**config.mk**
```make
export PLATFORM = sky130hd
export DESIGN_NAME = window_line_buffer
export DESIGN_NICKNAME = d
export VERILOG_FILES = /design/src/rtl/cnn_pkg.sv /design/src/rtl/tap_shift_register.sv /design/src/rtl/window_line_buffer.sv
export SDC_FILE = /design/constraint.sdc
export NUM_CORES = 2
export LEC_CHECK = 0
export BUFFER_PORTS_ARGS = -buffer_cell sky130_fd_sc_hd__buf_4
export CAP_MARGIN = 20
export CORE_AREA = 2 2 356 358
export CTS_CLUSTER_SIZE = 24
export DETAILED_ROUTE_END_ITERATION = 10
export DIE_AREA = 0 0 358 360
export PLACE_DENSITY_LB_ADDON = 0.1
export SYNTH_ARGS = -nofsm -noshare
export SYNTH_HDL_FRONTEND = slang
export SYNTH_SLANG_ARGS = --single-unit
```
**constraint.sdc**
```tcl
create_clock -name clk -period 40.6 [get_ports clk]
set_input_delay 4.06 -clock clk [delete_from_list [all_inputs] [get_ports clk]]
set_output_delay 4.06 -clock clk [all_outputs]
set_load 0.01 [all_outputs]
```
**src/rtl/cnn_pkg.sv**
```systemverilog
// Shared types and helpers for the CNN window datapath.
package cnn_pkg;

  typedef enum logic [1:0] {
    IDLE = 2'd0,
    RUN  = 2'd1,
    DONE = 2'd2
  } state_t;

  localparam int DEF_DATA_WIDTH = 16;
  localparam int DEF_K          = 3;
  localparam int DEF_MAX_W      = 32;
  localparam int DEF_MAX_H      = 1024;

  // Bits needed to hold any value 0..max_val inclusive.
  function automatic int cnt_width(input int max_val);
    return $clog2(max_val + 1);
  endfunction

  localparam int DEF_CW = cnt_width(DEF_MAX_W);
  localparam int DEF_RW = cnt_width(DEF_MAX_H);

  // Flat index of window element (row i, column j) in a k x k window.
  function automatic int win_idx(input int i, input int j, input int k);
    return i * k + j;
  endfunction

endpackage

```
**src/rtl/tap_shift_register.sv**
```systemverilog
// Line delay: MAX_W-entry shift chain advanced only by ce, read at tap_sel.
module tap_shift_register
  import cnn_pkg::*;
#(
  parameter int DATA_WIDTH = DEF_DATA_WIDTH,
  parameter int MAX_W      = DEF_MAX_W,
  parameter int TW         = $clog2(MAX_W)
) (
  input  logic                  clk,
  input  logic                  rst,
  input  logic                  ce,
  input  logic [TW-1:0]         tap_sel,
  input  logic [DATA_WIDTH-1:0] data_in,
  output logic [DATA_WIDTH-1:0] data_out
);

  logic [DATA_WIDTH-1:0] stage [MAX_W];

  // Shift one entry per accepted pixel; cleared by reset.
  always_ff @(posedge clk) begin
    // NOTE: this chain is a register array, not a RAM, so clearing it on
    // reset is cheap; a true memory macro could not be reset this way.
    if (rst) begin
      for (int k = 0; k < MAX_W; k++) stage[k] <= '0;
    end else if (ce) begin
      stage[0] <= data_in;
      for (int k = 1; k < MAX_W; k++) stage[k] <= stage[k-1];
    end
  end

  // Tap img_w-1 returns the pixel accepted exactly img_w pushes earlier.
  assign data_out = stage[tap_sel];

endmodule

```
**src/rtl/window_line_buffer.sv**
```systemverilog
// Streaming KxK window generator: K-1 line delays feed a KxK register window.
module window_line_buffer
  import cnn_pkg::*;
#(
  parameter int DATA_WIDTH = DEF_DATA_WIDTH,
  parameter int K          = DEF_K,
  parameter int MAX_W      = DEF_MAX_W,
  parameter int MAX_H      = DEF_MAX_H,
  parameter int CW         = cnt_width(MAX_W),
  parameter int RW         = cnt_width(MAX_H)
) (
  input  logic                      clk,
  input  logic                      rst,
  input  logic                      start,
  input  logic [CW-1:0]             img_w,
  input  logic [RW-1:0]             img_h,
  input  logic                      ce,
  input  logic [DATA_WIDTH-1:0]     data_in,
  output logic [K*K*DATA_WIDTH-1:0] window_out,
  output logic                      out_valid,
  output logic                      frame_done,
  output logic                      cfg_err,
  output logic                      busy
);

  localparam int TW = $clog2(MAX_W);
  localparam logic [CW-1:0] K_C     = CW'(K);
  localparam logic [CW-1:0] K1_C    = CW'(K - 1);
  localparam logic [CW-1:0] MAX_W_C = CW'(MAX_W);
  localparam logic [RW-1:0] K_R     = RW'(K);
  localparam logic [RW-1:0] K1_R    = RW'(K - 1);
  localparam logic [RW-1:0] MAX_H_R = RW'(MAX_H);

  state_t                state, state_n;
  logic [CW-1:0]         w_q, col;
  logic [RW-1:0]         h_q, row;
  logic                  legal, accept, last_pix;
  logic [TW-1:0]         tap_sel;
  logic [DATA_WIDTH-1:0] row_in [K];
  logic [DATA_WIDTH-1:0] win    [K][K];

  assign legal    = (img_w >= K_C) && (img_w <= MAX_W_C) &&
                    (img_h >= K_R) && (img_h <= MAX_H_R);
  // start takes priority over ce: a pixel arriving with start is dropped.
  assign accept   = (state == RUN) && ce && !start;
  assign last_pix = accept && (col == w_q - CW'(1)) && (row == h_q - RW'(1));
  assign tap_sel  = TW'(w_q - CW'(1));
  assign busy     = (state == RUN);

  // Window row K-1 takes the live pixel; row i takes line delay i, whose
  // input is row i+1's source, giving data_in -> delay K-2 -> ... -> delay 0.
  assign row_in[K-1] = data_in;

  for (genvar d = 0; d < K - 1; d++) begin : g_delay
    tap_shift_register #(
      .DATA_WIDTH (DATA_WIDTH),
      .MAX_W      (MAX_W),
      .TW         (TW)
    ) u_tap (
      .clk      (clk),
      .rst      (rst),
      .ce       (accept),
      .tap_sel  (tap_sel),
      .data_in  (row_in[d+1]),
      .data_out (row_in[d])
    );
  end

  // State register.
  always_ff @(posedge clk) begin
    // NOTE: sequential state uses non-blocking assignment so every register
    // samples pre-edge values regardless of block ordering.
    if (rst) state <= IDLE;
    else     state <= state_n;
  end

  // Next-state: start (legal or not) overrides pixel flow; last pixel ends RUN.
  always_comb begin
    // NOTE: default first so every path assigns state_n and no latch forms.
    state_n = state;
    if (start)         state_n = legal ? RUN : IDLE;
    else if (last_pix) state_n = DONE;
  end

  // Frame geometry, raster position and output strobes.
  always_ff @(posedge clk) begin
    if (rst) begin
      w_q        <= '0;
      h_q        <= '0;
      col        <= '0;
      row        <= '0;
      out_valid  <= 1'b0;
      frame_done <= 1'b0;
      cfg_err    <= 1'b0;
    end else begin
      out_valid  <= 1'b0;
      frame_done <= 1'b0;
      cfg_err    <= 1'b0;
      if (start) begin
        if (legal) begin
          w_q <= img_w;
          h_q <= img_h;
          col <= '0;
          row <= '0;
        end else begin
          cfg_err <= 1'b1;
        end
      end else if (accept) begin
        out_valid  <= (row >= K1_R) && (col >= K1_C);
        frame_done <= last_pix;
        if (col == w_q - CW'(1)) begin
          col <= '0;
          row <= row + RW'(1);
        end else begin
          col <= col + CW'(1);
        end
      end
    end
  end

  // Window registers: each row shifts left by one per accepted pixel.
  always_ff @(posedge clk) begin
    if (rst) begin
      for (int i = 0; i < K; i++)
        for (int j = 0; j < K; j++) win[i][j] <= '0;
    end else if (accept) begin
      for (int i = 0; i < K; i++) begin
        for (int j = 0; j < K - 1; j++) win[i][j] <= win[i][j+1];
        win[i][K-1] <= row_in[i];
      end
    end
  end

  // Flatten the window: element i*K+j, element 0 is the top-left pixel.
  always_comb begin
    window_out = '0;
    for (int i = 0; i < K; i++)
      for (int j = 0; j < K; j++)
        window_out[win_idx(i, j, K)*DATA_WIDTH +: DATA_WIDTH] = win[i][j];
  end

endmodule

```
==> run summary <==
Final GP Congestion = 0.753
kind of path behind the tightest hold check = flop to flop
total power per unit cell area = 46.1 nW/um2
DRC violation count after routing = 0
number of distinct library cells after synthesis = 60
most instantiated library cell after synthesis = sky130_fd_sc_hd__edfxtp_1
Total Neg Setup Slack = 0 ps
final hold viol count = 0
setup repair after global routing missed its margin = no
die boundary height = 360 um
largest stage delay on the critical path = 950 ps
worst slew margin relative to its limit = 0.289
non-filler cells, final = 4,894
Cell Area, Synth = 49,600 um2
via count = 25,418
Hold Path Sink = row[10]$_SDFFE_PP0P_
total congestion overflow = 0
fraction of layout instances using a drive strength above 1 = 0.227
layout overhead on the synthesized area = 14.0%
horizontal extent of the die = 358 um
filler cell count = 10,962
htree depth = 3
starting utilization of the core area = 0.397
CTS tree = built
number of max-cap violations = 0
synth top area cells = sky130_fd_sc_hd__edfxtp_1, sky130_fd_sc_hd__mux4_2, sky130_fd_sc_hd__and2_1
maximum number of pins on one net before global-route repair = 269
share of synthesized area occupied by flip-flops and latches = 0.665
clock slew at reported path FFs = 60 ps
Antenna Nets Post-Route = 0
yosys synthesis warning count = 0
clk sinks = 1,111
final worst slack = 31,700 ps
library cell occupying the most area in the post-synthesis netlist = sky130_fd_sc_hd__edfxtp_1
final period utilization = 0.219
count of buffers inserted at the top-level ports = 184
PostCTS Resize Cnt = 0
critical path's slowest cell = sky130_fd_sc_hd__buf_4
placeable core area = 125,000 um2
initial antenna violation count = 8
endpoint arrival time on the critical path = 9250 ps
most instantiated cells after synthesis = sky130_fd_sc_hd__edfxtp_1, sky130_fd_sc_hd__and2_1, sky130_fd_sc_hd__nor2b_1
Worst Reg-to-Reg Cells = 6
endpoint type of the worst setup path = flop
worst reg2reg startpoint = state[1]$_SDFFE_PP0P_
I/O pin count = 185
count of standard-cell rows = 130
Inserted Diodes = 0
register bit total from synthesis = 1,111
drt first pass iters = 5
global-route wire length before repair = 167,000 um
status = finished, final reports clean
final worst hold slack = 529 ps
async set-reset flop share out of synthesis = 0
clock tree buffer depth = 3
peak fanout along the critical path = 84
minimum setup slack among reg-to-reg paths = 34,870 ps
Avg WL per Cell = 22.0 um
area share of the largest cell type after synthesis = 0.649
Overall Power = 2.61 mW
final slew viol count = 0
crit-path most repeated cell = sky130_fd_sc_hd__buf_4
number of setup violations in the final report = 0
crit path launch type = primary input
Mapped Avg Cell Area = 16.5 um2
startpoint of the tightest hold check path = row[10]$_SDFFE_PP0P_
die outline area = 129,000 um2
DR iter-0 viols = 2,076
number of nets in the synthesized netlist = 3,052
number of buffers added for setup after CTS = 0
Detailed Place HPWL = 63,500 um
Required @ worst endpoint = 40,950 ps
number of cells produced by synthesis = 3,009
layout net count = 3,185
Hold Buf Count CTS = 0
Setup WS pre-CTS = 30,860 ps
CP Cell Sequence = buf_4 -> nand4bb_1 -> nand2b_4 -> buf_4 -> buf_4 -> buf_4 -> buf_4
final clock skew = 52.4 ps
cell chosen for the clock root = sky130_fd_sc_hd__clkbuf_16
worst supply voltage drop on vdd = 33.3 uV
GRT Util Overall = 0.168
vias in the first global route = 26,462
commonest register cell after synthesis = sky130_fd_sc_hd__edfxtp_1
standby leakage power = 19.7 nW
CP Class = primary input to flop
end of the worst register-to-register path = g_delay[1].u_tap.stage[25][0]$_SDFFCE_PP0P_
insertion delay to the later sink of the worst-skew pair = 740 ps
wire length reported by the detailed router = 108,000 um
number of enable flip-flop cells after synthesis = 1,072
mean number of vias per cell = 5.19
post-layout minimum cycle time = 8900 ps
number of cells on the worst hold path = 2
Max Freq = 112 MHz
CTS Buf Count = 121
Placed Cells = 4,666
Worst-Margin Slew = 1070 ps
==> registers in the layout, indices dropped and copies added, names as in the netlist, 2 cells and up <==
| name | flops |
|---|---|
| w_q | 6 |
| col | 6 |
| win | 83 |
| g_delay.u_tap.stage | 989 |
| state | 2 |
| row | 11 |
| h_q | 11 |
==> metal layers <==
metal  share of wire  global-route usage  up-vias
li1                -                   -    11493
met1            0.48               0.252    13275
met2            0.45               0.251      516
met3           0.051              0.0363      134
met4           0.019              0.0368        0
met5               0                   0        -
==> power by group <==
part	leakage (nW)	internal, mW	switching (mW)	total [mW]
sequential	11.4	1.32	0.0290	1.35
combinational	6.48	0.0846	0.105	0.190
clock	1.88	0.606	0.464	1.07
==> worst max-delay path: cells and delay by family <==
kind / cells / cell delay (ps)
simple gates: 2 / 1240
buf+inv: 5 / 3710
==> layout by cell type (no fill, tap or decap), drive strengths merged, types with 4 or more instances in the layout <==
cell      instances
edfxtp         1072
and2            593
nor2b           450
mux4            320
buf             226
clkbuf          137
nand2            82
clkinv           69
a21oi            45
dfxtp            39
nor2             38
mux2i            21
xnor2            21
inv              16
nand3            12
xor2             11
bufinv            9
nor4              9
nand2b            6
ha                6
nor3              5
o21ai             5
clkinvlp          4
a211oi            4
==> worst max-delay path by stage <==
| stage | from | end | slack (ps) | depth (start not counted) |
|---|---|---|---|---|
| finish | start | g_delay[1].u_tap.stage[25][0]$_SDFFCE_PP0P_ | 31700 | 7 |
| global route | start | g_delay[1].u_tap.stage[5][1]$_SDFFCE_PN0P_ | 31310 | 7 |
| CTS | start | g_delay[1].u_tap.stage[6][1]$_SDFFCE_PN0P_ | 31690 | 7 |
| detailed placement | start | win[0][95]$_SDFFCE_PN0P_ | 30860 | 7 |
| global placement | start | g_delay[0].u_tap.stage[3][15]$_SDFFCE_PN0P_ | 31160 | 7 |
| floorplan | rst | g_delay[0].u_tap.stage[0][0]$_SDFFCE_PN0P_ | 8750 | 4 |
==> through the flow <==
stage / util / cell area [um2]
finish: 0.453 / 56500
detailed placement: 0.421 / 52600
global route: 0.453 / 56500
floorplan: - / 49600
global placement: 0.421 / 52600
CTS: 0.452 / 56400
==> final cells by class <==
class | instances | area [um2] | share of cell area
sequential | 1111 | 33000 | 0.583
multi-input combinational | 1672 | 15800 | 0.279
clock buffer | 137 | 3110 | 0.0550
tap | 1650 | 2060 | 0.0365
timing repair buffer | 226 | 1830 | 0.0323
clock inverter | 88 | 724 | 0.0128
inverter | 10 | 37.5 | 0.000664
==> cells by family (layout without fill, tap and decap cells) <==
logic type                 after synthesis  after routing  synth area share
DFF                                   1111           1111             0.665
AOI/OAI and AO/OA                       74             74            0.0104
and+or+nand+nor                       1217           1217             0.148
buffers and inverters                  226            461            0.0183
adders and majority gates                6              6           0.00151
xor gates and xnor gates                34             34           0.00689
muxes                                  341            341             0.150
Note: power is estimated with default switching activity, not from simulation.
